--- config.mk ---
export PLATFORM = sky130hd
export DESIGN_NAME = stage_mem
export DESIGN_NICKNAME = d
export VERILOG_FILES = /design/src/rtl/stage_mem.sv
export SDC_FILE = /design/constraint.sdc
export NUM_CORES = 1
export LEC_CHECK = 0
export ABC_AREA = 1
export CELL_PAD_IN_SITES_DETAIL_PLACEMENT = 2
export CELL_PAD_IN_SITES_GLOBAL_PLACEMENT = 2
export CORE_MARGIN = 4
export CORE_UTILIZATION = 36
export CTS_CLUSTER_DIAMETER = 120
export DETAILED_ROUTE_END_ITERATION = 8
export DONT_BUFFER_PORTS = 1
export PLACE_DENSITY = 0.86
export SLEW_MARGIN = 20
export SYNTH_ARGS = -nofsm -noshare
export SYNTH_HDL_FRONTEND = slang
export SYNTH_SLANG_ARGS = --single-unit
--- constraint.sdc ---
create_clock -name clk -period 3.6 [get_ports clk]
set_input_delay 0.9 -clock clk [delete_from_list [all_inputs] [get_ports clk]]
set_output_delay 0.9 -clock clk [all_outputs]
set_load 0.05 [all_outputs]
--- src/rtl/stage_mem.sv ---
// stage_mem: memory-access pipeline stage downstream of execute.
//   Ports:
//     clk, reset_n            clock / async active-low reset
//     alu_result_i, rs2_data_i, rd_i, ctrl_*_i
//                             instruction from execute (held by upstream while stall_o)
//     mem_req_o/we/addr/be/wdata, mem_gnt_i, mem_rvalid_i, mem_rdata_i
//                             single-port data memory handshake
//     stall_o                 pipeline hold while an access is outstanding
//     wb_data_o, wb_rd_o, wb_reg_write_o
//                             registered writeback / MEM forwarding source
//     misalign_o              one-cycle pulse for misaligned or illegal-width ld/st
package PARAMS_pkg;
  parameter int WD_SIZE        = 32;
  parameter int INSTR_REG_SIZE = 5;
  parameter int FUNCT3_SIZE    = 3;
endpackage

module stage_mem
  import PARAMS_pkg::*;
(
  input  logic                      clk,
  input  logic                      reset_n,
  input  logic [WD_SIZE-1:0]        alu_result_i,
  input  logic [WD_SIZE-1:0]        rs2_data_i,
  input  logic [INSTR_REG_SIZE-1:0] rd_i,
  input  logic                      ctrl_ld_i,
  input  logic                      ctrl_st_i,
  input  logic                      ctrl_reg_write_i,
  input  logic [FUNCT3_SIZE-1:0]    ctrl_mem_width_i,
  output logic                      mem_req_o,
  output logic                      mem_we_o,
  output logic [WD_SIZE-1:0]        mem_addr_o,
  output logic [3:0]                mem_be_o,
  output logic [WD_SIZE-1:0]        mem_wdata_o,
  input  logic                      mem_gnt_i,
  input  logic                      mem_rvalid_i,
  input  logic [WD_SIZE-1:0]        mem_rdata_i,
  output logic                      stall_o,
  output logic [WD_SIZE-1:0]        wb_data_o,
  output logic [INSTR_REG_SIZE-1:0] wb_rd_o,
  output logic                      wb_reg_write_o,
  output logic                      misalign_o
);

  typedef enum logic [1:0] {S_IDLE, S_REQ, S_WAIT} state_e;

  state_e state_q, state_d;

  // Holding registers for the access in flight
  logic [WD_SIZE-1:0]        addr_q, sdata_q;
  logic [INSTR_REG_SIZE-1:0] rd_q;
  logic [FUNCT3_SIZE-1:0]    width_q;
  logic                      ld_q, regw_q;

  logic [WD_SIZE-1:0]        wb_data_q;
  logic [INSTR_REG_SIZE-1:0] wb_rd_q;
  logic                      wb_regw_q, misalign_q;

  logic is_mem, width_ok, align_ok, accept, fault;
  logic [3:0]         be_d;
  logic [WD_SIZE-1:0] wdata_d, ld_data;
  logic [7:0]         lane_b;
  logic [15:0]        lane_h;

  // ---------------- decode of the incoming instruction ----------------
  assign is_mem = ctrl_ld_i | ctrl_st_i;

  always_comb begin
    width_ok = 1'b0;
    if (ctrl_ld_i) begin
      case (ctrl_mem_width_i)
        3'b000, 3'b001, 3'b010, 3'b100, 3'b101: width_ok = 1'b1;
        default:                                width_ok = 1'b0;
      endcase
    end else begin
      case (ctrl_mem_width_i)
        3'b000, 3'b001, 3'b010: width_ok = 1'b1;
        default:                width_ok = 1'b0;
      endcase
    end
  end

  always_comb begin
    case (ctrl_mem_width_i[1:0])
      2'b01:   align_ok = ~alu_result_i[0];
      2'b10:   align_ok = (alu_result_i[1:0] == 2'b00);
      default: align_ok = 1'b1;
    endcase
  end

  assign accept = (state_q == S_IDLE) & is_mem & width_ok & align_ok;
  assign fault  = (state_q == S_IDLE) & is_mem & ~(width_ok & align_ok);

  // ---------------- FSM: state register ----------------
  always_ff @(posedge clk or negedge reset_n) begin
    if (!reset_n) state_q <= S_IDLE;
    else          state_q <= state_d;
  end

  // ---------------- FSM: next state ----------------
  always_comb begin
    state_d = state_q;
    case (state_q)
      S_IDLE:  if (accept)       state_d = S_REQ;
      S_REQ:   if (mem_gnt_i)    state_d = ld_q ? S_WAIT : S_IDLE;
      S_WAIT:  if (mem_rvalid_i) state_d = S_IDLE;
      default:                   state_d = S_IDLE;
    endcase
  end

  // ---------------- FSM: outputs ----------------
  // Request fields come straight from holding registers, so they stay
  // stable for as long as the memory withholds the grant.
  always_comb begin
    mem_req_o   = 1'b0;
    mem_we_o    = 1'b0;
    mem_addr_o  = '0;
    mem_be_o    = '0;
    mem_wdata_o = '0;
    stall_o     = (state_q != S_IDLE);
    if (state_q == S_REQ) begin
      mem_req_o   = 1'b1;
      mem_we_o    = ~ld_q;
      mem_addr_o  = {addr_q[WD_SIZE-1:2], 2'b00};
      mem_be_o    = be_d;
      mem_wdata_o = wdata_d;
    end
  end

  // Byte lanes: same enable rule for loads and stores
  always_comb begin
    case (width_q[1:0])
      2'b00:   be_d = 4'b0001 << addr_q[1:0];
      2'b01:   be_d = addr_q[1] ? 4'b1100 : 4'b0011;
      default: be_d = 4'b1111;
    endcase
  end

  always_comb begin
    case (width_q[1:0])
      2'b00:   wdata_d = {4{sdata_q[7:0]}};
      2'b01:   wdata_d = {2{sdata_q[15:0]}};
      default: wdata_d = sdata_q;
    endcase
  end

  // Load alignment and extension; width_q[2] selects zero-extension
  always_comb begin
    case (addr_q[1:0])
      2'b00:   lane_b = mem_rdata_i[7:0];
      2'b01:   lane_b = mem_rdata_i[15:8];
      2'b10:   lane_b = mem_rdata_i[23:16];
      default: lane_b = mem_rdata_i[31:24];
    endcase
    lane_h = addr_q[1] ? mem_rdata_i[31:16] : mem_rdata_i[15:0];
    case (width_q)
      3'b000:  ld_data = {{24{lane_b[7]}}, lane_b};
      3'b100:  ld_data = {24'd0, lane_b};
      3'b001:  ld_data = {{16{lane_h[15]}}, lane_h};
      3'b101:  ld_data = {16'd0, lane_h};
      default: ld_data = mem_rdata_i;
    endcase
  end

  // ---------------- datapath / writeback registers ----------------
  always_ff @(posedge clk or negedge reset_n) begin
    if (!reset_n) begin
      addr_q     <= '0;
      sdata_q    <= '0;
      rd_q       <= '0;
      width_q    <= '0;
      ld_q       <= 1'b0;
      regw_q     <= 1'b0;
      wb_data_q  <= '0;
      wb_rd_q    <= '0;
      wb_regw_q  <= 1'b0;
      misalign_q <= 1'b0;
    end else begin
      // write enable and fault flag are single-cycle pulses
      wb_regw_q  <= 1'b0;
      misalign_q <= fault;
      case (state_q)
        S_IDLE: begin
          if (accept) begin
            addr_q  <= alu_result_i;
            sdata_q <= rs2_data_i;
            rd_q    <= rd_i;
            width_q <= ctrl_mem_width_i;
            ld_q    <= ctrl_ld_i;
            regw_q  <= ctrl_reg_write_i;
          end else if (!is_mem) begin
            wb_data_q <= alu_result_i;
            wb_rd_q   <= rd_i;
            wb_regw_q <= ctrl_reg_write_i & (rd_i != '0);
          end
        end
        S_WAIT: begin
          if (mem_rvalid_i) begin
            wb_data_q <= ld_data;
            wb_rd_q   <= rd_q;
            wb_regw_q <= regw_q & (rd_q != '0);
          end
        end
        default: ;
      endcase
    end
  end

  assign wb_data_o      = wb_data_q;
  assign wb_rd_o        = wb_rd_q;
  assign wb_reg_write_o = wb_regw_q;
  assign misalign_o     = misalign_q;

endmodule

After elaboration in Yosys (flattened, before gate mapping)
Cells that the tools add are included.
{ "word_totals": {"register_bits": 115, "inputBits": 111, "elab_cells": 89} }
{ "classes": {"n_eq_ne": 19, "n_bitwise": 11, "muxes": 32, "shifts": 1, "n_reduce_logical": 15} }
{ "op_table": {"columns": ["cell", "n"], "rows": [
  ["32-bit 2-to-1 mux", 5],
  ["32-bit case mux with 2 select lines", 2],
  ["32-bit case mux with 4 select lines", 1],
  ["8-bit case mux with 3 select lines", 1],
  ["16-bit 2-to-1 mux", 1],
  ["5-bit 2-to-1 mux", 3],
  ["3-bit == test, second input constant", 4],
  ["2-bit != test, second input constant", 5],
  ["5-bit case mux with 2 select lines", 1],
  ["5-bit nonzero test", 2],
  ["2-bit by 1-bit == test with 1-bit output, second input constant", 4],
  ["2-bit zero test", 4],
  ["1-bit 2-to-1 mux", 8],
  ["2-bit 2-to-1 mux", 4],
  ["4-bit 2-to-1 mux", 2],
  ["4-bit case mux with 2 select lines", 1],
  ["1-bit bitwise AND", 7],
  ["2-bit == test, second input constant", 3],
  ["3-bit by 1-bit == test with 1-bit output, second input constant", 2],
  ["3-bit zero test", 2],
  ["2-bit case mux with 3 select lines", 1],
  ["5-bit OR reduction", 1],
  ["1-bit case mux with 2 select lines", 2],
  ["4-bit AND reduction", 1],
  ["other kinds (8)", 11]
]} }

Depth between registers and ports, before layout
{ "logic_depth": {"ltp_word": 8, "depth_mapped": 11} }

Worst setup path after synthesis
OpenSTA, ideal clock, no wires.
{ "synth_path": {"path_kind": "register to output", "from": "register width_q[0]", "to": "output mem_be_o[1]", "path_buffers": 0, "slack_ns": 0.641, "arrival_ns": 2.059, "stages_incl_launch_ff": 6, "path_cell_list": "dfrtp_1 inv_2 nor2_4 nand2_1 inv_1 a211oi_1"} }
{ "synth_via": {"elab_chain_cells": 3} }
{ "synth_rtl": {"columns": ["item", "line_no", "source"], "rows": [
  ["start: declaration", "52", "logic [FUNCT3_SIZE-1:0] width_q;"],
  ["start signal: assignment", "188", "width_q <= ctrl_mem_width_i;"],
  ["2-bit by 1-bit == test with 1-bit output or 2-bit zero test (tied branches)", "132", "case (width_q[1:0])"],
  ["4-bit case mux with 2 select lines (*)", "132", null],
  ["4-bit 2-to-1 mux (*)", "121", "if (state_q == S_REQ) begin"],
  ["end: declaration", "33", "output logic [3:0] mem_be_o,"]
]} }
Every way passes the cells marked *; elsewhere a longest branch is shown, timed or not.

Final worst setup path
{ "layout_path": {"from": "register width_q[1]", "to": "output mem_wdata_o[28]"} }
{ "layout_via": {"elab_chain_cells": 3} }
{ "layout_rtl": {"columns": ["item", "line_no", "source"], "rows": [
  ["2-bit by 1-bit == test with 1-bit output or 2-bit zero test (tied branches)", "140", "case (width_q[1:0])"],
  ["32-bit case mux with 2 select lines (*)", "140", null],
  ["32-bit 2-to-1 mux (*)", "121", null],
  ["end: declaration", "34", "output logic [WD_SIZE-1:0] mem_wdata_o,"]
]} }
Marked as above.

==> flow_summary.toml <==
[pwr]
pwr_density_cell_nw_per_um2 = 1080
peakVddDrop_v = 0.000502
leakagePower_nw = 3.91

[timing]
final_max_slew_viol_count = 0
skew_ns = 0.0113
fin_ws_ns = 0.339
finalCritPeriodShare = 0.906
rsz0062_at_grt = "no"
final.setup.tns_ns = 0
finalHoldViolations = 0
min_period_ns = 3.26
max_freq_mhz = 307
setup-violations-final = 0
maxSlewHeadroom = 0.340
worst_pin_slew_ns = 0.989

[clocking]
path_clk_slew_ns = 0.05
htree_levels = 4
cts_root_buf = "clkbuf_16"
clkLatencyLatePin_ns = 0.41
tritoncts = "yes"
cts_made_buffers = 17
cts_resized = 0
post_cts_buffers = 0
clock_path_buffers = 2
cts.sinks = 115
cts-hold-fix-buffers = 0

[floorplan]
die_height_um = 139
num_io_pins = 221
coreArea_um2 = 16700
start_util = 0.370
rows = 47
die-area_um2 = 19300
die_w_um = 139

[cells_and_area]
antennaDiodeCount = 0
fin_nets = 1020
final_core_utilization = 0.443
drive_gt1_frac = 0.146
area.growth.synth_to_final_pct = 19.8

[logic_synthesis]
synthMuxAreaShare = 0
yosys_warnings = 0
synth_flop_cell = "dfrtp_1"
ys_seq_area_frac = 0.466
synth_cell_types = 31
yosys.area_share.xor_xnor = 0
yosys-top-cells-area = "dfrtp_1 47%, nand2_1 13%, inv_1 8.3%"
synth-edff-count = 0
async_flop_share = 1.00
synth_top_area_frac = 0.466
synthTopCellsByCount = "220 x nand2_1, 136 x inv_1, 115 x dfrtp_1"
netlist_instances = 859
ys_seq_elements = 115
synth-simple-area-share = 0.236
syn_avg_cell_area_um2 = 7.19
synth_compound_area_frac = 0.166
synth_fa_ha_area_frac = 0.00608
synth.largest_area_cell = "dfrtp_1"
synth_top_family_by_area = "simple AND/OR/NAND/NOR gates"
synth_area_um2 = 6180
synth.most_common_cell = "nand2_1"

[global_routing]
grt_pass1_wl_mm = 38.0
grt_use_total = 0.248
grt_pass1_vias = 6771
grt_overflow = 0
grt_start_max_net_pins = 116
antenna_found_initial = 0

[run_status]
status = "complete, no violations"

[critical_path]
crit_path_cell_trace = "buf_4, inv_1, buf_4, nand2_1, o21ai_0, nor2_1, buf_4"
slowest_stage = "o21ai_0"
crit_path_frequent_cell = "buf_4"
cp_max_fo = 29
crit_type = "reg -> out"
worst_ep_required_time_ns = 2.70
end_kind = "primary output"
cp_data_arrival_time_ns = 2.36
cp-start-kind = "flop"
slowest_delay_ns = 0.40

[routing]
firstDrtPassIters = 4
ant_nets = 0
wl_mm = 24.1
drt_iter0_drc = 258
routed_via_density = 5.22
drc = 0
wl_per_cell_um = 21.2
detailroute.via_count = 5943

[placement]
gp_congestion = 0.897
place_ws_ns = 0.675
hpwl_mm = 17.4
port_buffers = 0

[job]
maxCapViolations = 0

[worst_hold_path]
hold_path.class = "in -> async"
-- power breakdown --
group | total [mW] | switching, mW | internal, mW
logic | 3.11 | 2.25 | 0.867
registers | 3.15 | 1.24 | 1.90
clock network | 1.75 | 0.619 | 1.13
-- through the flow --
stage,instances,total power [mW],hold WS [ns],cell area [um^2]
6_report,1138,8.01,0.186,7400
5_1_grt,1138,8.51,0.168,7400
4_1_cts,1138,8.07,0.170,7400
3_5_place_dp,1107,6.26,0.476,6800
3_3_place_gp,1107,6.03,0.463,6800
2_1_floorplan,860,5.23,0.448,6180
-- cell families after synthesis --
family	count (synthesis)
AOI/OAI and AO/OA	196
and+or+nand+nor	353
adders and majority gates	3
buffers and inverters	191
DFF	115
other	1
-- critical path: cells and delay by family (launching register included) --
kind	cells	cell delay (ns)
AO/OA/AOI/OAI	1	0.40
buffers and inverters	4	0.78
AND/OR/NAND/NOR	2	0.42
flip-flops	1	0.36
-- worst paths after layout --
| kind | from | to | slack [ns] | cells after the start |
|---|---|---|---|---|
| worst max-delay path | width_q[1] | mem_wdata_o[28] | 0.34 | 7 |
| worst min-delay path | reset_n | sdata_q[19] | 0.19 | 0 |
| worst max register to register | width_q[1] | wb_data_o[12] | 1.04 | 9 |
| worst min register to register | addr_q[6] | addr_q[6] | 0.49 | 2 |
| max in group asynchronous | reset_n | wb_data_o[12] | 3.26 | 0 |
| min in group clk | addr_q[6] | addr_q[6] | 0.49 | 2 |
-- sequential cells by signal, indices dropped and copies added (netlist names) --
name and flops:
sdata_q 32, addr_q 32, wb_reg_write_o 1, ld_q 1, regw_q 1, width_q 3, misalign_o 1, wb_rd_o 5
rd_q 5, state_q 2, wb_data_o 32
-- metal layers --
metal  part of all wire  wire length, um  track usage
met3              0.059             1410       0.0662
met1               0.41             9970        0.301
met2               0.50            12100        0.425
met4              0.025              603       0.0850
met5                  0                0            0
-- cell usage in the layout (no fill, tap or decap), types with 3 or more instances in the layout --
cell type	n
o21ai_0	99
nor2_2	4
o21ai_1	10
nand3_2	10
bufinv_16	3
inv_2	6
nor2_1	82
a31oi_1	5
a21oi_1	61
dfrtp_1	115
o22ai_1	15
ha_1	3
buf_4	76
clkinv_2	5
nor3_1	4
inv_1	136
nand3_1	26
clkbuf_16	17
nand2_1	220
clkbuf_8	3
-- cell type report --
type                            count  area, um^2
Inverter                          142         533
Sequential cell                   115        2880
Clock buffer                       21         470
Multi-Input combinational cell    554        2540
Timing Repair Buffer               76         571
Fill cell                        1991        9300
Clock inverter                     10         131
Tap cell                          220         275
Power figures use the tool's default switching activity.
